===== src/rtl/mpsoc_wb_burst_master.sv =====
// rtl/mpsoc_wb_burst_master.sv - Wishbone registered-feedback burst master with command, write and read streams
module mpsoc_wb_burst_master #(
    parameter int           AW      = 32,
    parameter int           DW      = 32,
    parameter logic [7:0]   TIMEOUT = 8'd255
) (
    input  logic                clk,
    input  logic                rst_n,
    input  logic                cmd_valid,
    output logic                cmd_ready,
    input  logic [AW-1:0]       cmd_adr,
    input  logic                cmd_we,
    input  logic [3:0]          cmd_len,
    input  logic [1:0]          cmd_bte,
    input  logic [DW-1:0]       wr_data,
    input  logic                wr_valid,
    output logic                wr_ready,
    output logic [DW-1:0]       rd_data,
    output logic                rd_valid,
    output logic                done,
    output logic                done_err,
    output logic [4:0]          done_beats,
    output logic [AW-1:0]       wb_adr_o,
    output logic [DW-1:0]       wb_dat_o,
    output logic [DW/8-1:0]     wb_sel_o,
    output logic                wb_we_o,
    output logic [1:0]          wb_bte_o,
    output logic [2:0]          wb_cti_o,
    output logic                wb_cyc_o,
    output logic                wb_stb_o,
    input  logic                wb_ack_i,
    input  logic                wb_err_i,
    input  logic                wb_rty_i,
    input  logic [DW-1:0]       wb_dat_i
);

    localparam int SEL = DW / 8;

    localparam logic [1:0] S_IDLE  = 2'd0;
    localparam logic [1:0] S_BUS   = 2'd1;
    localparam logic [1:0] S_WAITW = 2'd2;
    localparam logic [1:0] S_DONE  = 2'd3;

    logic [1:0]    state;
    logic [3:0]    len_q;
    logic [4:0]    acks;
    logic [4:0]    fetched;
    logic          full;
    logic [7:0]    tmo;

    logic          live;
    logic          term_err;
    logic          beat_ack;
    logic          last_ack;
    logic          tmo_hit;
    logic          abort;
    logic          fetch;
    logic [AW-1:0] step;
    logic [AW-1:0] wrap_mask;
    logic [AW-1:0] nxt_adr;

    // Burst-type encoding for a given beat index: classic for single beats, end-of-burst on the last
    function automatic logic [2:0] cti_for(input logic [4:0] idx, input logic [3:0] len);
        if (len == 4'd0)
            cti_for = 3'b000;
        else if (idx == {1'b0, len})
            cti_for = 3'b111;
        else
            cti_for = 3'b010;
    endfunction

    assign wb_sel_o = {SEL{1'b1}};

    // Termination decode, beat-register refill and next burst address
    always_comb begin
        live      = wb_cyc_o & wb_stb_o;
        term_err  = wb_err_i | wb_rty_i;
        beat_ack  = live & wb_ack_i & ~term_err;
        last_ack  = beat_ack & (acks == {1'b0, len_q});
        tmo_hit   = live & ~wb_ack_i & ~term_err & (tmo == TIMEOUT - 8'd1);
        abort     = live & (term_err | tmo_hit);
        wr_ready  = ((state == S_BUS) || (state == S_WAITW)) & wb_we_o
                    & (~full | beat_ack) & (fetched <= {1'b0, len_q});
        fetch     = wr_valid & wr_ready;
        step      = AW'(SEL);
        case (wb_bte_o)
            2'b01:   wrap_mask = AW'(15);
            2'b10:   wrap_mask = AW'(31);
            2'b11:   wrap_mask = AW'(63);
            default: wrap_mask = '1;
        endcase
        nxt_adr   = (wb_adr_o & ~wrap_mask) | ((wb_adr_o + step) & wrap_mask);
    end

    // Burst sequencer: command latch, beat issue, terminations and completion reporting
    always_ff @(posedge clk or negedge rst_n) begin
        if (!rst_n) begin
            state      <= S_IDLE;
            cmd_ready  <= 1'b1;
            len_q      <= 4'd0;
            acks       <= 5'd0;
            fetched    <= 5'd0;
            full       <= 1'b0;
            tmo        <= 8'd0;
            rd_data    <= '0;
            rd_valid   <= 1'b0;
            done       <= 1'b0;
            done_err   <= 1'b0;
            done_beats <= 5'd0;
            wb_adr_o   <= '0;
            wb_dat_o   <= '0;
            wb_we_o    <= 1'b0;
            wb_bte_o   <= 2'b00;
            wb_cti_o   <= 3'b000;
            wb_cyc_o   <= 1'b0;
            wb_stb_o   <= 1'b0;
        end else begin
            done     <= 1'b0;
            rd_valid <= 1'b0;
            case (state)
                S_IDLE: begin
                    if (cmd_valid) begin
                        wb_adr_o  <= cmd_adr;
                        wb_we_o   <= cmd_we;
                        wb_bte_o  <= cmd_bte;
                        wb_cti_o  <= cti_for(5'd0, cmd_len);
                        len_q     <= cmd_len;
                        acks      <= 5'd0;
                        fetched   <= 5'd0;
                        full      <= 1'b0;
                        tmo       <= 8'd0;
                        wb_cyc_o  <= 1'b1;
                        wb_stb_o  <= ~cmd_we;
                        cmd_ready <= 1'b0;
                        state     <= S_BUS;
                    end
                end
                S_BUS, S_WAITW: begin
                    if (fetch) begin
                        wb_dat_o <= wr_data;
                        fetched  <= fetched + 5'd1;
                    end
                    if (abort) begin
                        wb_cyc_o   <= 1'b0;
                        wb_stb_o   <= 1'b0;
                        full       <= 1'b0;
                        done       <= 1'b1;
                        done_err   <= 1'b1;
                        done_beats <= acks;
                        state      <= S_DONE;
                    end else if (beat_ack) begin
                        acks     <= acks + 5'd1;
                        wb_adr_o <= nxt_adr;
                        tmo      <= 8'd0;
                        if (!wb_we_o) begin
                            rd_valid <= 1'b1;
                            rd_data  <= wb_dat_i;
                        end
                        if (last_ack) begin
                            wb_cyc_o   <= 1'b0;
                            wb_stb_o   <= 1'b0;
                            full       <= 1'b0;
                            done       <= 1'b1;
                            done_err   <= 1'b0;
                            done_beats <= acks + 5'd1;
                            state      <= S_DONE;
                        end else begin
                            wb_cti_o <= cti_for(acks + 5'd1, len_q);
                            if (wb_we_o) begin
                                full     <= fetch;
                                wb_stb_o <= fetch;
                                state    <= fetch ? S_BUS : S_WAITW;
                            end
                        end
                    end else if (live) begin
                        tmo <= tmo + 8'd1;
                    end else if (wb_we_o && !full) begin
                        tmo <= 8'd0;
                        if (fetch) begin
                            full     <= 1'b1;
                            wb_stb_o <= 1'b1;
                            state    <= S_BUS;
                        end else begin
                            state    <= S_WAITW;
                        end
                    end
                end
                default: begin
                    cmd_ready <= 1'b1;
                    state     <= S_IDLE;
                end
            endcase
        end
    end

endmodule

===== config.mk =====
export PLATFORM = sky130hd
export DESIGN_NAME = mpsoc_wb_burst_master
export DESIGN_NICKNAME = d
export VERILOG_FILES = /design/src/rtl/mpsoc_wb_burst_master.sv
export SDC_FILE = /design/constraint.sdc
export NUM_CORES = 1
export LEC_CHECK = 0
export CELL_PAD_IN_SITES_DETAIL_PLACEMENT = 0
export CELL_PAD_IN_SITES_GLOBAL_PLACEMENT = 1
export CORE_MARGIN = 4
export CORE_UTILIZATION = 42
export CTS_CLUSTER_SIZE = 12
export DETAILED_ROUTE_END_ITERATION = 8
export DONT_BUFFER_PORTS = 1
export GPL_TIMING_DRIVEN = 1
export PLACE_DENSITY = 0.75
export SLEW_MARGIN = 20
export SYNTH_ARGS = -nofsm -noshare
export SYNTH_HDL_FRONTEND = slang
export SYNTH_SLANG_ARGS = --single-unit

===== constraint.sdc =====
create_clock -name clk -period 2.9 [get_ports clk]
set_input_delay 0.435 -clock clk [delete_from_list [all_inputs] [get_ports clk]]
set_output_delay 0.435 -clock clk [all_outputs]
set_load 0.02 [all_outputs]

==> impl_results.md <==
* Status: finished with violations
* Failing checks: hold timing
* Vias at 4935
* Critical-path cell with the highest stage delay: dfrtp_1
* VDD IR-drop max at 0.3898 mV
* Row Count at 46
* Buffer count from post-CTS setup fixing at 0
* Resized Gates After CTS at 0
* Slew Limit Fails at 0
* Layout Utilization at 47.81%
* Signal arrival time at the worst endpoint at 2.25 ns
* Switching Share at 21.27%
* Top cell types by occurrence after synthesis: dfrtp_1, mux2_2, o21ai_0
* Hold Path Class: primary input to asynchronous set/reset pin
* DIE AREA at 18180 um^2
* Worst reg2reg path depth at 7
* Mapped Area at 6758 um^2
* Setup Skew at 0.008720 ns
* Number of setup violations in the final report at 0
* Number of synthesized flops with an enable pin at 0
* Top-Level Pins at 228
* Buffers on Ports at 0
* Number of placed cells counting well taps at 830
* Net count of the finished layout at 757
* Synth unique cells at 63
* Pre-antenna DRT Iters at 5
* Cell Count, Final, Fillers Out at 861
* Worst-path maximum fanout at 5
* Share of total power in sequential cells at 46.9%
* Share of Yosys cell area claimed by the top area cell type at 50.36%
* Final number of hold-violating endpoints at 137
* Number of design-rule violations left by the first detailed-router iteration at 295
* Launch point of the worst path: len_q[1]
* Power share of the combinational group at 0.3%
* Max clock buf depth at 2
* Max cap viols at 0
* Synth warn at 0
* Ratio of cells with drive above 1 in the final layout at 20.00%
* Area inside the core boundary at 15830 um^2
* Summed negative setup slack over all endpoints at 0 ns
* Clock-pin slew reported for the worst setup and hold paths after clock tree synthesis at 0.06 ns
* Capture point of the critical path: wr_ready
* Number of flip-flops and latches in the synthesized netlist at 137
* Tcrit/Tclk final at 92.73%
* Die width at 134.8 um
* Most used standard cell by instance count after synthesis: dfrtp_1
* Type of element capturing the critical path: output port
* Inserted Clock Buffers at 17
* Effective utilization at floorplan at 42.70%
* Net Sw Power at 867.6 uW
* Total clock sinks at 137
* Area growth syn-to-layout at 11.98%
* Worst R2R Start: wb_adr_o[2]
* Cell accounting for the most synthesized area: dfrtp_1
* Clock share of power at 52.8%
* Maximum frequency from static timing analysis at 0.3718 GHz
* Total inserted antenna cells at 0
* Type of the setup path with the least slack: flip-flop to output port
* RSZ-0062 raised after global routing: false
* Relative slew slack at 41.82%
* CTS tree: yes
* Avg Inst Size Synth at 10.68 um^2
* Shortest period the worst path allows at 2.689 ns
* Congestion Overflow GR at 0
* Synth area leaders: dfrtp_1, mux2_2, o21ai_0
* Mean routed wirelength per cell at 20.00 um
* Source-to-sink clock delay at the later pin of the worst-skew pair at 0.41 ns
* Worst slew pin tran at 0.8695 ns
* Fill cell total of the finished layout at 1431
* Power per standard cell area at 539.1 nW/um^2
* Die Height at 134.8 um
* Chain of cells forming the critical path: inv_1, ha_1, nand3_1, or3b_4, a221oi_1, buf_4
* Leak at 3.411 nW
* DP HPWL at 12240 um
* Routed Antenna Nets at 0
* Detailed Route WL at 17220 um
* Register-to-register path setup slack at 0.38 ns
* Pin count of the biggest net entering global routing at 138
* Seq/Total Area, Yosys at 50.75%
* First-pass GRT wire length at 27210 um
* Final weighted congestion of routability-driven global placement at 0.8470
* Antenna violations before repair at 0
* Master cell of the clock root buffer: clkbuf_16
* Post-route DRC violation count at 0
* Power Total at 4.080 mW
* Post-synthesis instance total at 633
* Type of origin of the critical path: flip-flop
* Critical path data required time at 2.47 ns
* Clock H-tree levels at 4
* Internal power consumption at 3.212 mW
* Primary flip-flop cell chosen by synthesis mapping: dfrtp_1
* Async SR Flop Fraction at 100.0%
* Total routing resource utilization after global routing at 18.91%
* Vias in the first global route at 5221
* Vias/cell at 5.732
* Largest stage delay, worst path at 0.43 ns
* Hold WS at -0.2801 ns
-- worst min path at each step --
stage | cells after the start | slack (ns) | endpoint
after CTS | 0 | -0.30 | done_beats[1]
after floorplan | 0 | 0.14 | asynchronous set/reset pin
after detailed placement | 0 | 0.15 | done_beats[1]
final | 0 | -0.28 | done_beats[2]
after global placement | 0 | 0.15 | done_beats[1]
after global routing | 0 | -0.30 | wb_adr_o[2]
-- placed cells by master, fill, tap and decap left out, drive strengths merged, types with 3 or more instances in the layout --
master	netlist	final
and3	8	8
nand4	9	9
inv	20	22
nor4	7	7
clkbuf	15	19
nand3	18	18
and4	6	6
clkinvlp	0	3
and2	8	8
o21ai	73	73
a221oi	3	3
nor3	17	17
a21o	4	4
mux2	74	74
clkinv	0	5
xnor2	11	11
buf	19	12
mux2i	6	6
nand2	48	48
ha	14	14
a22oi	12	12
o31ai	3	3
or3	3	3
dfrtp	136	136
a21oi	36	36
nor2	30	30
conb	1	4
a31oi	14	14
o2bb2ai	3	3
-- final cells by class --
class                   instances  area, um^2  share of cell area, %
flip-flops and latches        137        3430                  45.32
inverters                      20       75.07                 0.9921
well taps                     216       270.3                  3.571
repair buffers                 12       115.1                  1.521
clock inverters                12       143.9                  1.901
multi-input cells             445        3090                  40.84
clock buffers                  19       442.9                  5.853
-- routing by layer --
layer / routed length (um) / vias up / track usage [%]
met4: 428 / 0 / 8.145
met5: 0 / - / 0
li1: - / 2314 / -
met2: 8323 / 210 / 30.63
met3: 1570 / 30 / 7.377
met1: 6894 / 2381 / 22.45
-- cell families after synthesis --
group | share of synthesized area (%)
buffers and inverters | 3.777
xor gates and xnor gates | 1.555
DFF | 50.75
other | 0.05549
muxes | 13.22
and+or+nand+nor | 12.85
adders and majority gates | 2.592
AOI/OAI and AO/OA | 15.20
-- metrics by stage --
step | worst slack [ns] | area (um^2)
global route | 0.08824 | 7567
CTS | 0.1764 | 7567
finish | 0.2107 | 7567
floorplan | 0.2750 | 6769
global placement | 0.4357 | 6980
detailed placement | 0.4144 | 6980
-- power groups by stage --
stage	combinational, mW	sequential [mW]	clock [mW]
global placement	0.0108	1.95	0
finish	0.0112	1.91	2.16
global route	0.0121	1.91	2.29
detailed placement	0.0110	1.95	0
floorplan	0.0142	1.95	0
CTS	0.0111	1.91	2.19
-- critical path, delay by kind of cell (launching register included) --
| family | cells | cell delay, ns |
|---|---|---|
| simple gates | 2 | 0.49 |
| flops | 1 | 0.43 |
| compound gates | 1 | 0.35 |
| buf+inv | 2 | 0.30 |
| fa+ha+maj | 1 | 0.28 |
Note: power is estimated with default switching activity, not from simulation.
